==> src/rtl/add16_bist_pkg.sv <==
// Shared types, LFSR constants and the operand fold used for adder self-test.
// Covers operand widths up to 32 bits.
package add16_bist_pkg;

  typedef enum logic [1:0] {
    ST_IDLE  = 2'd0,
    ST_RUN   = 2'd1,
    ST_DRAIN = 2'd2,
    ST_DONE  = 2'd3
  } state_e;

  // x^16 + x^14 + x^13 + x^11 + 1, right-shifting Fibonacci form
  localparam logic [15:0] LFSR_TAPS     = 16'h002D;
  localparam logic [15:0] SEED_ZERO_SUB = 16'hACE1;

  function automatic logic [15:0] seed_fix(input logic [15:0] seed);
    return (seed == 16'h0000) ? SEED_ZERO_SUB : seed;
  endfunction

  function automatic logic [15:0] lfsr_next(input logic [15:0] x);
    return {^(x & LFSR_TAPS), x[15:1]};
  endfunction

  // Low half of x*x XOR high half of x*x, for a w-bit operand.
  function automatic logic [31:0] fold(input logic [31:0] x, input int unsigned w);
    logic [63:0] prod;
    logic [63:0] mask;
    prod = {32'd0, x} * {32'd0, x};
    mask = (64'd1 << w) - 64'd1;
    return 32'((prod & mask) ^ ((prod >> w) & mask));
  endfunction

endpackage

==> src/rtl/add16_bist_lfsr16.sv <==
// 16-bit Fibonacci LFSR with seed load (zero seed substituted) and single-step.
module lfsr16
  import add16_bist_pkg::*;
(
  input  logic        clk,
  input  logic        rst,
  input  logic        load,
  input  logic        step,
  input  logic [15:0] seed,
  output logic [15:0] value
);

  logic [15:0] value_q;
  logic [15:0] value_d;

  always_comb begin
    value_d = value_q;
    if (load) begin
      value_d = seed_fix(seed);
    end else if (step) begin
      value_d = lfsr_next(value_q);
    end
  end

  always_ff @(posedge clk or posedge rst) begin
    if (rst) begin
      value_q <= SEED_ZERO_SUB;
    end else begin
      value_q <= value_d;
    end
  end

  assign value = value_q;

endmodule

==> src/rtl/add16_bist.sv <==
// BIST driver for a pipelined adder: issues LFSR operand pairs, checks the
// returned sums against a delayed expected value and reports errors.
//
// state    | meaning
// ST_IDLE  | waiting for start; operands held at 0
// ST_RUN   | issuing one operand pair per cycle
// ST_DRAIN | all pairs issued, waiting for the last results to return
// ST_DONE  | results valid and held until the next start
module add16_bist
  import add16_bist_pkg::*;
#(
  parameter int BITWIDTH    = 16,
  parameter int DUT_LATENCY = 5
) (
  input  logic                clk,
  input  logic                rst,
  input  logic                start,
  input  logic                abort,
  input  logic [15:0]         num_vectors,
  input  logic [15:0]         seed_a,
  input  logic [15:0]         seed_b,
  output logic [BITWIDTH-1:0] dut_a,
  output logic [BITWIDTH-1:0] dut_b,
  input  logic [BITWIDTH-1:0] dut_sum,
  output logic                busy,
  output logic                done,
  output logic                pass,
  output logic [15:0]         err_count,
  output logic [15:0]         first_err_idx
);

  state_e state_q, state_d;
  logic [15:0] num_q, num_d;
  logic [15:0] idx_q, idx_d;
  logic [BITWIDTH-1:0] dut_a_q, dut_a_d;
  logic [BITWIDTH-1:0] dut_b_q, dut_b_d;
  logic busy_q, busy_d;
  logic done_q, done_d;
  logic pass_q, pass_d;
  logic [15:0] err_q, err_d;
  logic [15:0] first_q, first_d;

  logic [DUT_LATENCY-1:0] dl_vld_q, dl_vld_d;
  logic [BITWIDTH-1:0]    dl_exp_q [DUT_LATENCY];
  logic [BITWIDTH-1:0]    dl_exp_d [DUT_LATENCY];
  logic [15:0]            dl_idx_q [DUT_LATENCY];
  logic [15:0]            dl_idx_d [DUT_LATENCY];

  logic lfsr_load, lfsr_step;
  logic [15:0] lfsr_a, lfsr_b;
  logic [BITWIDTH-1:0] exp_in;
  logic kill, start_ok, mismatch;

  lfsr16 u_lfsr_a (
    .clk   (clk),
    .rst   (rst),
    .load  (lfsr_load),
    .step  (lfsr_step),
    .seed  (seed_a),
    .value (lfsr_a)
  );

  lfsr16 u_lfsr_b (
    .clk   (clk),
    .rst   (rst),
    .load  (lfsr_load),
    .step  (lfsr_step),
    .seed  (seed_b),
    .value (lfsr_b)
  );

  always_comb begin
    state_d   = state_q;
    num_d     = num_q;
    idx_d     = idx_q;
    dut_a_d   = '0;
    dut_b_d   = '0;
    err_d     = err_q;
    first_d   = first_q;
    pass_d    = pass_q;
    lfsr_load = 1'b0;
    lfsr_step = 1'b0;
    dl_vld_d  = dl_vld_q;
    dl_exp_d  = dl_exp_q;
    dl_idx_d  = dl_idx_q;

    kill     = abort && (state_q == ST_RUN || state_q == ST_DRAIN);
    start_ok = start && !abort && (state_q == ST_IDLE || state_q == ST_DONE);
    exp_in   = BITWIDTH'(fold(32'(dut_a_q), BITWIDTH) + fold(32'(dut_b_q), BITWIDTH));

    // Entry 0 is loaded with the pair currently on dut_a/dut_b, so the last
    // entry lines up with dut_sum exactly DUT_LATENCY cycles later.
    dl_vld_d[0] = (state_q == ST_RUN);
    dl_exp_d[0] = exp_in;
    dl_idx_d[0] = idx_q;
    for (int i = 1; i < DUT_LATENCY; i++) begin
      dl_vld_d[i] = dl_vld_q[i-1];
      dl_exp_d[i] = dl_exp_q[i-1];
      dl_idx_d[i] = dl_idx_q[i-1];
    end

    mismatch = dl_vld_q[DUT_LATENCY-1] && (dl_exp_q[DUT_LATENCY-1] != dut_sum);
    if (mismatch && !kill) begin
      err_d  = (err_q == 16'hFFFF) ? err_q : err_q + 16'd1;
      pass_d = 1'b0;
      if (err_q == 16'd0) begin
        first_d = dl_idx_q[DUT_LATENCY-1];
      end
    end

    if (kill) begin
      dl_vld_d = '0;
    end

    unique case (state_q)
      ST_IDLE, ST_DONE: begin
        if (start_ok) begin
          num_d     = num_vectors;
          idx_d     = 16'd0;
          lfsr_load = 1'b1;
          err_d     = 16'd0;
          first_d   = 16'd0;
          pass_d    = 1'b1;
          if (num_vectors == 16'd0) begin
            state_d = ST_DONE;
          end else begin
            state_d = ST_RUN;
            dut_a_d = BITWIDTH'(seed_fix(seed_a));
            dut_b_d = BITWIDTH'(seed_fix(seed_b));
          end
        end
      end
      ST_RUN: begin
        if (kill) begin
          state_d = ST_IDLE;
        end else begin
          lfsr_step = 1'b1;
          idx_d     = idx_q + 16'd1;
          if (idx_q == num_q - 16'd1) begin
            state_d = ST_DRAIN;
          end else begin
            dut_a_d = BITWIDTH'(lfsr_next(lfsr_a));
            dut_b_d = BITWIDTH'(lfsr_next(lfsr_b));
          end
        end
      end
      ST_DRAIN: begin
        if (kill) begin
          state_d = ST_IDLE;
        end else if (dl_vld_d == '0) begin
          state_d = ST_DONE;
        end
      end
      default: state_d = ST_IDLE;
    endcase

    busy_d = (state_d == ST_RUN) || (state_d == ST_DRAIN);
    done_d = (state_d == ST_DONE);
  end

  always_ff @(posedge clk or posedge rst) begin
    if (rst) begin
      state_q  <= ST_IDLE;
      num_q    <= 16'd0;
      idx_q    <= 16'd0;
      dut_a_q  <= '0;
      dut_b_q  <= '0;
      busy_q   <= 1'b0;
      done_q   <= 1'b0;
      pass_q   <= 1'b0;
      err_q    <= 16'd0;
      first_q  <= 16'd0;
      dl_vld_q <= '0;
      for (int i = 0; i < DUT_LATENCY; i++) begin
        dl_exp_q[i] <= '0;
        dl_idx_q[i] <= 16'd0;
      end
    end else begin
      state_q  <= state_d;
      num_q    <= num_d;
      idx_q    <= idx_d;
      dut_a_q  <= dut_a_d;
      dut_b_q  <= dut_b_d;
      busy_q   <= busy_d;
      done_q   <= done_d;
      pass_q   <= pass_d;
      err_q    <= err_d;
      first_q  <= first_d;
      dl_vld_q <= dl_vld_d;
      dl_exp_q <= dl_exp_d;
      dl_idx_q <= dl_idx_d;
    end
  end

  assign dut_a         = dut_a_q;
  assign dut_b         = dut_b_q;
  assign busy          = busy_q;
  assign done          = done_q;
  assign pass          = pass_q;
  assign err_count     = err_q;
  assign first_err_idx = first_q;

endmodule

==> config.mk <==
export PLATFORM = sky130hd
export DESIGN_NAME = add16_bist
export DESIGN_NICKNAME = d
export VERILOG_FILES = /design/src/rtl/add16_bist_pkg.sv /design/src/rtl/add16_bist_lfsr16.sv /design/src/rtl/add16_bist.sv
export SDC_FILE = /design/constraint.sdc
export NUM_CORES = 2
export LEC_CHECK = 0
export BUFFER_PORTS_ARGS = -buffer_cell sky130_fd_sc_hd__clkbuf_2
export CAP_MARGIN = 0
export CORE_ASPECT_RATIO = 1.75
export CORE_UTILIZATION = 55
export DETAILED_ROUTE_END_ITERATION = 8
export GPL_TIMING_DRIVEN = 0
export PLACE_DENSITY = 0.73
export REMOVE_ABC_BUFFERS = 1
export SLEW_MARGIN = 20
export SYNTH_ARGS = -nofsm -noshare
export SYNTH_HDL_FRONTEND = slang
export SYNTH_HIERARCHICAL = 1
export SYNTH_SLANG_ARGS = --single-unit
==> constraint.sdc <==
create_clock -name clk -period 10.3 [get_ports clk]
set_clock_uncertainty 0.1 [all_clocks]
set_input_delay 0 -clock clk [delete_from_list [all_inputs] [get_ports clk]]
set_output_delay 0 -clock clk [all_outputs]
set_load 0.02 [all_outputs]
* Word level (Yosys, flattened, before mapping) *
Index checks and enable logic that the tools add are counted.

operators by class
  add/subtract/negate cells = 4
  multipliers = 2
  div/mod/pow operators = 0
  magnitude comparators = 0
  equality and inequality tests = 11
  shift-type cells = 0
  mux-type cells = 42
  bitwise logic cells = 2
  reduce and logical (&&, ||, !) cells = 23

operators by type and width
  cell                   count
  $mux 16                24
  $pmux 16 s2            3
  $logic_not 16->1       4
  $mul 16x16->32         2
  $add 16x1->16 const B  2
  $reduce_xor 16->1      2
  $xor 16x16->16         2
  $add 16x16->16         1
  $eq 16x16->1           1
  $eq 16x16->1 const B   1
  $ne 16x16->1           1
  $sub 16x1->16 const B  1
  $mux 2                 6
  $eq 2x2->1 const B     4
  $mux 1                 7
  $pmux 2 s3             1
  $logic_and 1x1->1      5
  $logic_not 5->1        1
  $mux 5                 1
  $eq 2x1->1 const B     2
  $ne 2x2->1 const B     2
  $reduce_bool 2->1      2
  $logic_or 1x1->1       3
  $reduce_and 3->1       1
  4 further kinds        5

storage, ports and cells
  flip-flop bits (word level) = 298
  bits in latches = 0
  bits in writable memories = 0
  ROM bits = 0
  input port bits = 68
  output and inout port bits = 67
  word-level logic and storage cells = 107
  memories = 0

* Logic depth before layout (Yosys ltp) *
  depth in word-level cells = 10
  depth in mapped cells = 35
  mapped depth without buffers = 34

* Hierarchy *
The synthesis kept the hierarchy.

by module, submodules not included
  module      times used  cells an instance  area an instance (um^2)  seq. area each (um^2)
  add16_bist  1           2396               24516.0                  6656.4
  lfsr16      2           72                 822.0                    410.4

* Worst setup path after synthesis *
OpenSTA, ideal clock, no wires.

  kind = register to register
  from = register dut_b_q[1] (netlist: dut_b[1])
  to = register dl_exp_q, in the netlist dl_exp_d[62]
  setup time = 0.132 ns
  arrival = 7.894 ns
  data required time = 10.068 ns
  setup slack = 2.174 ns
  stages on the path, launching flop included = 32
  path buffers = 2
  period minus slack after synthesis = 8.126 ns
  path through = dfrtp_1 clkbuf_1 clkbuf_1 and2_1 fa_1 inv_1 fa_1 inv_1 fa_1 inv_1 fa_1 inv_1 fa_1 fa_1 ha_1 a21o_1 a21o_1 a311o_1 a31oi_1 nor2_1 xnor2_1 ha_1 fa_1 a21o_1 a21oi_1 o21bai_1 a21oi_1 o21bai_1 a211o_1 a2111oi_0 nor3_1 xor2_1

RTL lines
  element                 line               RTL
  start, declared         add16_bist.sv:36   logic [BITWIDTH-1:0] dut_b_q, dut_b_d;
  start signal, assigned  add16_bist.sv:183  dut_b_q <= dut_b_d;
  end signal, assigned    add16_bist.sv:190  dl_exp_q <= dl_exp_d;
  end, declared           add16_bist.sv:44   logic [BITWIDTH-1:0] dl_exp_q [DUT_LATENCY];

==> results.sh <==
export IMPL_num_rows=105
export IMPL_setup_tns_ps=0
export IMPL_ir_worst_vdd_uv=261
export IMPL_cp_end_kind="register"
export IMPL_setup_violations=0
export IMPL_yosysTopAreaCellShare_pct=27.0
export IMPL_worstMarginPinSlew_ps=956
export IMPL_postSynth_asyncResetShare_pct=100
export IMPL_clk_pin_slew_ps=70
export IMPL_ys_ff_latch=298
export IMPL_dieWidth_microns=167
export IMPL_die_y_microns=291
export IMPL_slew_viol_final=0
export IMPL_cp_data_required_time_ps=10660
export IMPL_root_buffer="clkbuf_16"
export IMPL_start_util_pct=55.8
export IMPL_pre_cts_ws_ps=1320
export IMPL_ys_flop_type="dfrtp_1"
export IMPL_ys_warn_count=6
export IMPL_final_nets=3319
export IMPL_crit_type="register to register"
export IMPL_cts_buffers=26
export IMPL_placed_area_sq_um=27400
export IMPL_grt_ovfl_total=0
export IMPL_fin_area_sq_um=29000
export IMPL_syn_inst=2540
export IMPL_ys_types=72
export IMPL_drive_above_1_share_pct=10.1
export IMPL_post_route_period_util_pct=87.7
export IMPL_vias_per_cell=5.56
export IMPL_min_period_ps=9040
export IMPL_grt_pass1_wl_mm=101
export IMPL_vias=18400
export IMPL_hpwl_mm=48.0
export IMPL_postRouteAntennaNets=0
export IMPL_reg2reg_slack_ps=1260
export IMPL_grt_usage_pct=26.2
export IMPL_max_freq_mhz=111
export IMPL_wirelength_mm=60.4
export IMPL_pin_count=135
export IMPL_whs_ps=131
export IMPL_cts_tree="built"
export IMPL_cp_arrival_ps=9400
export IMPL_netlist_area_sq_um=26200
export IMPL_place_gp_congestion=0.963
export IMPL_hold_viol=0
export IMPL_grt_max_degree=106
export IMPL_area_growth_pct=10.7
export IMPL_worstPathMaxFanout=19
export IMPL_io_buffers=134
export IMPL_multi_input_area_sq_um=16600
export IMPL_yosysSeqAreaShare_pct=28.6
export IMPL_synth_top_area_cell="dfrtp_1"
export IMPL_avgSynthCellArea_sq_um=10.3
export IMPL_dr_pass1_iters=5
export IMPL_slowest_delay_ps=970
export IMPL_p_leak_nw=15.4
export IMPL_cts_sinks=298
export IMPL_seqCellArea_sq_um=7480
export IMPL_finalCoreUtilization_pct=61.7
export IMPL_n_fill_cell=3781
export IMPL_crit_top_cell="fa_1"
export IMPL_post_cts_resized=0
export IMPL_rsz0062_at_grt="false"
export IMPL_diodes=0
export IMPL_start_kind="register"
export IMPL_post_route_drc_count=0
export IMPL_drtIter0Drc=847
export IMPL_wl_per_cell_microns=18.3
export IMPL_antenna_found_initial=1
export IMPL_power_density_nw_per_um2=304
export IMPL_hold_class="input pin to register"
export IMPL_core_area_sq_um=46900
export IMPL_grt_pass1_vias=20600
export IMPL_dieArea_sq_um=48500
export IMPL_synth_edf_count=0
export IMPL_cts_setup_buffers=0
export IMPL_maxSlewHeadroom_pct=36.3
export IMPL_yosys_top_cells_area="dfrtp_1 27%, fa_1 25%, ha_1 11%, inv_1 6.7%, xnor2_1 4.2%"
export IMPL_htreeDepth=1
export IMPL_outcome="finished clean"
export IMPL_setup_ws_ps=1260
export IMPL_maxCapViolations=0
export IMPL_clk_latency_ps=570
export IMPL_crit_slowest_cell="dfrtp_1"
export IMPL_clockBufferDepth=3
==> synthesized netlist by cell type, types with 4 or more instances <==
| library cell | number |
|---|---|
| o22a_2 | 16 |
| o2bb2ai_1 | 16 |
| a21o_1 | 40 |
| a31oi_1 | 13 |
| clkbuf_1 | 60 |
| inv_1 | 468 |
| buf_1 | 5 |
| and4_1 | 4 |
| o21ai_0 | 51 |
| ha_1 | 228 |
| or2_2 | 9 |
| o22ai_1 | 4 |
| o31ai_1 | 5 |
| mux2i_1 | 35 |
| nor2b_1 | 15 |
| buf_4 | 5 |
| o21bai_1 | 10 |
| nor4_1 | 32 |
| nor2_1 | 124 |
| xor2_1 | 71 |
| nand3_1 | 25 |
| nand2b_1 | 21 |
| dfstp_2 | 16 |
| a22o_1 | 16 |
| mux2_2 | 29 |
| nand4_1 | 16 |
| or3_1 | 12 |
| and3_1 | 13 |
| a211oi_1 | 8 |
| o21a_1 | 9 |
| and2_1 | 86 |
| dfrtp_1 | 282 |
| xnor2_1 | 125 |
| fa_1 | 321 |
| a31o_2 | 6 |
| a21oi_1 | 74 |
| nand2_1 | 202 |
| nor3_1 | 20 |
==> registers in the layout, summed over array words and instances (netlist names) <==
name and cells:
busy 1, dl_exp_d 64, dl_exp_q 16, dl_idx_d 64, dl_idx_q 16, dl_vld_q 5, done 1, dut_a 16
dut_b 16, err_count 16, first_err_idx 16, idx_q 16, num_q 16, pass 1, state_q 2, u_lfsr_a/value 16
u_lfsr_b/value 16
==> report_power, final <==
part	internal, mW	total [mW]	switching [mW]
Clock	0.536	0.976	0.441
Sequential	1.56	2.10	0.535
Combinational	2.49	5.71	3.23
Total	4.59	8.79	4.20
==> stage by stage <==
step           total power, mW  instances
5_1_grt                   9.59       3308
4_1_cts                   8.87       3308
6_report                  8.79       3308
3_5_place_dp              7.77       3194
2_1_floorplan             6.15       2465
3_3_place_gp              7.58       3187
==> path summary, 6_finish.rpt <==
| path | from | endpoint | depth (start not counted) |
|---|---|---|---|
| setup / recovery | dut_b[4]$_DFF_PP0_ | dl_exp_d[62]$_DFF_PP0_ | 28 |
| hold / removal | num_vectors[15] | num_q[15]$_DFFE_PP0P_ | 3 |
| setup reg to reg | dut_b[4]$_DFF_PP0_ | dl_exp_d[62]$_DFF_PP0_ | 28 |
| hold reg to reg | dl_exp_d[57]$_DFF_PP0_ | dl_exp_d[41]$_DFF_PP0_ | 0 |
| max in group asynchronous | rst | dl_idx_d[31]$_DFF_PP0_ | 6 |
| min in group asynchronous | rst | u_lfsr_a/value[9]$_DFFE_PP0P_ | 4 |
==> cell type report <==
class	instances	area share, %
flip-flops and latches	298	25.8
well taps	588	2.54
inverters	468	6.09
clock buffers	31	2.38
clock inverters	15	0.614
multi-input cells	1699	57.4
repair buffers	209	5.16
==> layer usage <==
metal  global-route usage (%)  part of all wire [%]  vias up
met1                     27.4                    35     9268
met5                        0                 0.025        -
met4                     14.1                   5.5        2
met3                     2.79                   4.0      221
met2                     50.6                    56      518
li1                         -                     -     8391
==> critical path: cells and delay by family, from the launching register on <==
| family | cells | cell delay [ps] |
|---|---|---|
| AOI/OAI and AO/OA | 13 | 3420 |
| adders and majority gates | 8 | 3460 |
| and+or+nand+nor | 2 | 320 |
| xor gates and xnor gates | 2 | 470 |
| buffers and inverters | 3 | 170 |
| DFF | 1 | 970 |
==> cell families (layout without fill, tap and decap cells) <==
logic type               count (synthesis)  after routing  synth area share (%)
AND/OR/NAND/NOR                        592            592                  11.1
adder cells (fa/ha/maj)                549            549                  35.5
buffers and inverters                  543            723                  7.96
AO/OA/AOI/OAI                          298            298                  7.72
flip-flops                             298            298                  28.6
XOR/XNOR                               196            196                  6.56
multiplexers                            64             64                  2.59
==> cells in the final DEF (no fill, tap or decap), types with 40 or more instances in the layout <==
cell           instances
inv_1                467
a21o_1                40
nor2_1               122
clkbuf_2             134
and2_1                85
a21oi_1               74
xnor2_1              125
fa_1                 321
o21ai_0               51
xor2_1                71
nand2_1              202
ha_1                 228
dfrtp_1              282
dlygate4sd3_1         68
==> timing repair <==
| item | CTS | global route |
|---|---|---|
| hold endpoints to repair | 388 | 0 |
| endpoints found under the setup margin | 0 | 0 |
| hold buffers | 68 | 0 |
Note: power is estimated with default switching activity, not from simulation.
